$ cat config.mk
export PLATFORM = sky130hd
export DESIGN_NAME = key_display_mux
export DESIGN_NICKNAME = d
export VERILOG_FILES = /design/src/rtl/key_display_pkg.sv /design/src/rtl/hex_to_sevenseg.sv /design/src/rtl/key_display_mux.sv
export SDC_FILE = /design/constraint.sdc
export NUM_CORES = 1
export LEC_CHECK = 0
export CORE_AREA = 2 2 58 60
export DETAILED_ROUTE_END_ITERATION = 10
export DIE_AREA = 0 0 60 62
export PLACE_DENSITY = 0.82
export SYNTH_ARGS = -nofsm -noshare
export SYNTH_HDL_FRONTEND = slang
export SYNTH_SLANG_ARGS = --single-unit
$ cat constraint.sdc
create_clock -name clk -period 2 [get_ports clk]
set_input_delay 0.4 -clock clk [delete_from_list [all_inputs] [get_ports clk]]
set_output_delay 0.4 -clock clk [all_outputs]
set_load 0.05 [all_outputs]
$ cat src/rtl/key_display_pkg.sv
// Shared constants and types for the key history display.
package key_display_pkg;

  // Active-high segment patterns {g,f,e,d,c,b,a}; element 15 is listed first.
  localparam logic [15:0][6:0] SEG_TABLE = {
    7'h71, 7'h79, 7'h5E, 7'h39, 7'h7C, 7'h77, 7'h6F, 7'h7F,
    7'h07, 7'h7D, 7'h6D, 7'h66, 7'h4F, 7'h5B, 7'h06, 7'h3F
  };

  localparam logic [6:0] SEG_BLANK = 7'h00;

  // Which history slot the mux is currently driving.
  typedef enum logic {
    DIG_NEW = 1'b0,
    DIG_OLD = 1'b1
  } digit_sel_t;

  function automatic logic [6:0] seg_encode(input logic [3:0] hex);
    return SEG_TABLE[hex];
  endfunction

endpackage

$ cat src/rtl/hex_to_sevenseg.sv
// Combinational hex digit to active-high seven-segment pattern.
module hex_to_sevenseg
  import key_display_pkg::*;
(
  input  logic [3:0] i_hex,
  output logic [6:0] o_seg
);

  // Pure table lookup; polarity is applied by the parent.
  always_comb begin
    o_seg = seg_encode(i_hex);
  end

endmodule

$ cat src/rtl/key_display_mux.sv
// Two-key history (newest/previous) time-multiplexed onto a dual 7-segment display,
// with a one-cycle blanking gap between digit windows.
module key_display_mux
  import key_display_pkg::*;
#(
  parameter int unsigned MUX_DIV        = 12000,
  parameter bit          SEG_ACTIVE_LOW = 1'b1,
  parameter bit          AN_ACTIVE_LOW  = 1'b1
) (
  input  logic       clk,
  input  logic       rst_n,
  input  logic [3:0] key_code,
  input  logic       key_valid,
  output logic [6:0] seg,
  output logic [1:0] anode,
  output logic [3:0] digit_new,
  output logic [3:0] digit_old
);

  if (MUX_DIV < 2) begin : g_bad_mux_div
    $fatal(1, "key_display_mux: MUX_DIV must be >= 2");
  end

  localparam int unsigned DivW    = (MUX_DIV > 2) ? $clog2(MUX_DIV) : 1;
  localparam logic [DivW-1:0] DivLast = DivW'(MUX_DIV - 1);
  localparam logic [DivW-1:0] DivOne  = DivW'(1);

  // XOR masks turn active-high internal values into pin polarity.
  localparam logic [6:0] SegMask = {7{SEG_ACTIVE_LOW}};
  localparam logic [1:0] AnMask  = {2{AN_ACTIVE_LOW}};

  // History registers
  logic [3:0] r_new_d;
  logic [3:0] r_old_d;
  logic       r_new_vld;
  logic       r_old_vld;

  // Mux sequencing state
  logic [DivW-1:0] r_div_cnt;
  digit_sel_t      r_sel;
  logic            r_dead;

  logic [DivW-1:0] w_div_cnt_nxt;
  digit_sel_t      w_sel_nxt;
  logic            w_dead_nxt;
  logic            w_div_last;

  // Output datapath
  logic [6:0] r_seg;
  logic [1:0] r_anode;
  logic [3:0] w_digit;
  logic       w_digit_vld;
  logic [6:0] w_enc;
  logic [6:0] w_seg_act;
  logic [1:0] w_an_act;

  // Shift the key history on every strobe, including repeats and back-to-back strobes.
  always_ff @(posedge clk) begin
    if (!rst_n) begin
      r_new_d   <= 4'h0;
      r_old_d   <= 4'h0;
      r_new_vld <= 1'b0;
      r_old_vld <= 1'b0;
    end else if (key_valid) begin
      r_old_d   <= r_new_d;
      r_old_vld <= r_new_vld;
      r_new_d   <= key_code;
      r_new_vld <= 1'b1;
    end
  end

  // Mux sequencing state register.
  always_ff @(posedge clk) begin
    if (!rst_n) begin
      r_div_cnt <= '0;
      r_sel     <= DIG_NEW;
      r_dead    <= 1'b0;
    end else begin
      r_div_cnt <= w_div_cnt_nxt;
      r_sel     <= w_sel_nxt;
      r_dead    <= w_dead_nxt;
    end
  end

  // Next-state: wrap the divider, flip the digit and open a one-cycle blank gap.
  always_comb begin
    w_div_last    = (r_div_cnt == DivLast);
    w_div_cnt_nxt = r_div_cnt + DivOne;
    w_sel_nxt     = r_sel;
    w_dead_nxt    = 1'b0;
    if (w_div_last) begin
      w_div_cnt_nxt = '0;
      w_dead_nxt    = 1'b1;
      if (r_sel == DIG_NEW) begin
        w_sel_nxt = DIG_OLD;
      end else begin
        w_sel_nxt = DIG_NEW;
      end
    end
  end

  // Pick the history slot addressed by the current selection.
  always_comb begin
    w_digit     = r_new_d;
    w_digit_vld = r_new_vld;
    if (r_sel == DIG_OLD) begin
      w_digit     = r_old_d;
      w_digit_vld = r_old_vld;
    end
  end

  hex_to_sevenseg u_hex_to_sevenseg (
    .i_hex (w_digit),
    .o_seg (w_enc)
  );

  // Output decode (active-high): blank during the gap, and for slots never written.
  always_comb begin
    w_seg_act = SEG_BLANK;
    w_an_act  = 2'b00;
    if (!r_dead) begin
      if (r_sel == DIG_NEW) begin
        w_an_act = 2'b01;
      end else begin
        w_an_act = 2'b10;
      end
      if (w_digit_vld) begin
        w_seg_act = w_enc;
      end
    end
  end

  // Registered pin drivers so the display pins never glitch.
  always_ff @(posedge clk) begin
    if (!rst_n) begin
      r_seg   <= SEG_BLANK ^ SegMask;
      r_anode <= AnMask;
    end else begin
      r_seg   <= w_seg_act ^ SegMask;
      r_anode <= w_an_act ^ AnMask;
    end
  end

  assign seg       = r_seg;
  assign anode     = r_anode;
  assign digit_new = r_new_d;
  assign digit_old = r_old_d;

endmodule

==> metrics <==
count of final hold-check violations=0; CP Buf/Inv Count=1; gp weighted congestion=between 0.8 and 0.9; cell-by-cell trace of the critical path=clkdlybuf4s50_1; Syn Nets=~170; clock tree from TritonCTS=yes; cell taking the most area after synthesis=sky130_fd_sc_hd__dfxtp_1; Synth Area in XOR/XNOR=under 10%; Syn Std Cell Area=about 0.0016 sq mm; Die Y-Extent=62 microns; Final Skew=0.00712 ns; cell at the slowest stage of the critical path=sky130_fd_sc_hd__clkdlybuf4s50_1; share of final-layout standard cells stronger than drive strength 1=10.9%; master cell of the clock root buffer=sky130_fd_sc_hd__clkbuf_4; setup TNS after final layout=0 ns; count of cells along the worst register-to-register path=5; Peak supply drop=~0.53 mV; Die X-Extent=roughly 60 microns; required arrival time at the worst endpoint=about 1.6 ns; final antenna diode count=0; number of register bits inferred by synthesis=35; maximum clock frequency=0.512 GHz; sequential area share after synthesis=44.0%; count of flip-flops with a built-in enable after synthesis=0; slew at the pin with the worst max-slew slack=~0.57 ns; worst slew margin relative to its limit=~62%; Final Cycle Share=97.7%; length of the first detailed-routing pass in iterations=4; multiplexer fraction of the synthesized cell area=between 10% and 20%; number of standard cells in the layout, taps in and fillers out=229; worst-path fanout max=4; placeable core region=between 0.003 and 0.004 sq mm; DRC Markers=0; kind of end point of the critical path=primary output; post-detailed-routing wire length=roughly 3100 microns; Initial Util=between 50% and 60%; Detailed Route Iter0 Violations=22; routed len/inst=13.5 microns; status=complete, no violations; DP Cell Count=221; die outline area=0.00372 sq mm; kind of critical path=reg2out; final core area utilization=60.9%; total number of H-tree levels=2; maximum root-to-sink buffer count=2; IO Count=24; dominant delay contributor by cell family on the critical path=buffers and inverters; overall fraction of global-route tracks in use=18.4%; warnings from Yosys=0; clock slew at reported path FFs=about 0.10 ns; count of cell types in the netlist=38; synthesized netlist cell count=between 150 and 200; number of cells on the critical path=1; crit path DAT=1.55 ns; count of vias placed by the detailed router=1213; antenna violation net count after detailed routing=0; Compound-Gate Fraction of Synth Area=under 10%; path class of the lowest-slack min-delay path=reg2reg; post-synthesis to final-layout area growth=21.6%; number of antenna violations at the first check in global routing=0; adder and majority gate portion of the synthesized area=5.50%; clock insertion delay at the later pin of the skew report=around 0.33 ns; Final Max Slew Viols=0; async set-reset flop share out of synthesis=0%; main combinational cell family by area after synthesis=simple AND/OR/NAND/NOR gates; power per standard cell area=712 mW/mm^2; Period minus WS final=around 2.0 ns; first-pass GRT wire length=just over 5000 microns; Min-Delay Path Depth=1; share of synthesized cell area in and, or, nand and nor gates=about a fifth; buffers added on ports=23; hold buffer count at CTS=0; DP HPWL=between 2000 and 2500 microns; fraction of post-synthesis cell area in the top cell type by area=44.0%; number of setup violations in the final report=0; Critical Path Start Type=flip-flop; static leakage=~0.83 nW; net count of the finished layout=slightly below 200; number of sinks handled by clock tree synthesis=35; detailed-route vias per instance=5.30; peak per-stage delay on the critical path=between 0.8 and 0.9 ns; count of standard-cell rows=21; worst-case register-to-register setup slack=between 0.2 and 0.25 ns; setup repair after global routing missed its margin=false; total of max-cap violations=0; most area-consuming cells after synthesis=sky130_fd_sc_hd__dfxtp_1 44%, sky130_fd_sc_hd__mux2i_1 8.2%, sky130_fd_sc_hd__xor2_1 6.0%; pin count of the biggest net entering global routing=16; buffers inserted during post-CTS setup optimization=0; number of buffers inserted during clock tree synthesis=5; Post-Syn Area per Cell=roughly 10 sq um; overflow left after global routing=0; number of global-route vias before repair=~1200; most instantiated flip-flop cell in the synthesis netlist=sky130_fd_sc_hd__dfxtp_1
final cells by class:
cell class / count / area (sq um)
clock buffer: 8 / 68.8
timing repair buffer: 26 / 262
fill: 259 / 1240
multi-input combinational: 109 / 830
sequential: 35 / 701
tap: 46 / 57.6
inverter: 5 / 18.8
final timing paths:
path / end / startpoint
max: digit_new[0] / digit_new[0]$_SDFFE_PN0P_
min: r_div_cnt[0]$_SDFF_PP0_ / r_div_cnt[0]$_SDFF_PP0_
max reg2reg: seg[0]$_SDFF_PN1_ / r_sel$_SDFFE_PN0N_
min reg2reg: r_div_cnt[0]$_SDFF_PP0_ / r_div_cnt[0]$_SDFF_PP0_
per-layer routing:
layer  track usage (%)  vias to the layer above  wire length (microns)
met4              7.30                        0                     59
met2              32.6                       29                   1620
li1                  -                      591                      -
met5                 0                        -                      0
met1              20.8                      584                   1290
met3              5.59                        9                    124
sequential cells by signal, indices dropped and copies added (netlist names):
| signal | count |
|---|---|
| r_new_vld | 1 |
| digit_new | 4 |
| r_old_vld | 1 |
| digit_old | 4 |
| anode | 2 |
| seg | 7 |
| r_dead | 1 |
| r_sel | 1 |
| r_div_cnt | 14 |
synth_stat cells (3+ instances only):
cell type,instances
sky130_fd_sc_hd__and2_1,5
sky130_fd_sc_hd__dfxtp_1,35
sky130_fd_sc_hd__ha_1,7
sky130_fd_sc_hd__inv_1,5
sky130_fd_sc_hd__mux2i_1,13
sky130_fd_sc_hd__nand2_1,8
sky130_fd_sc_hd__nand3_1,7
sky130_fd_sc_hd__nand4_1,3
sky130_fd_sc_hd__nor2_1,11
sky130_fd_sc_hd__nor2b_1,10
sky130_fd_sc_hd__o211ai_1,3
sky130_fd_sc_hd__o221ai_1,4
sky130_fd_sc_hd__xor2_1,11
per-stage QoR:
stage	area (sq um)	worst slack (ns)	total power, mW	hold slack (ns)
3_5_place_dp	1860	-0.0168	0.958	0.438
4_1_cts	1930	0.000348	1.39	0.456
5_1_grt	1940	0.00698	1.43	0.469
6_report	1940	0.0454	1.38	0.448
3_3_place_gp	1860	0.158	0.949	0.423
2_1_floorplan	1590	0.265	0.894	0.411
report_power, final:
group | internal [mW] | total [mW] | switching, mW
registers | 0.721 | 0.737 | 0.0155
logic | 0.0792 | 0.205 | 0.126
clock network | 0.207 | 0.437 | 0.230
placed cells by master (no fill, tap or decap), types with 3 or more instances in the layout:
cell type,n
sky130_fd_sc_hd__nand4_1,3
sky130_fd_sc_hd__clkbuf_4,5
sky130_fd_sc_hd__mux2i_1,13
sky130_fd_sc_hd__nor2_1,11
sky130_fd_sc_hd__nor2b_1,10
sky130_fd_sc_hd__nand2_1,8
sky130_fd_sc_hd__dfxtp_1,35
sky130_fd_sc_hd__inv_1,5
sky130_fd_sc_hd__ha_1,7
sky130_fd_sc_hd__nand3_1,7
sky130_fd_sc_hd__o221ai_1,4
sky130_fd_sc_hd__clkdlybuf4s50_1,18
sky130_fd_sc_hd__and2_1,5
sky130_fd_sc_hd__xor2_1,11
sky130_fd_sc_hd__dlymetal6s2s_1,4
sky130_fd_sc_hd__buf_4,3
sky130_fd_sc_hd__o211ai_1,3
what timing repair did:
item	CTS	global route
gates resized for setup	1	4
setup endpoints to repair	1	4
cloned	0	0
cell families (layout without fill, tap and decap cells):
| family | after synthesis | count (layout) |
|---|---|---|
| AND/OR/NAND/NOR | 58 | 58 |
| flip-flops | 35 | 35 |
| multiplexers | 17 | 17 |
| AO/OA/AOI/OAI | 14 | 14 |
| XOR/XNOR | 13 | 13 |
| buffers and inverters | 11 | 39 |
| adder cells (fa/ha/maj) | 7 | 7 |
Power figures use the tool's default switching activity.
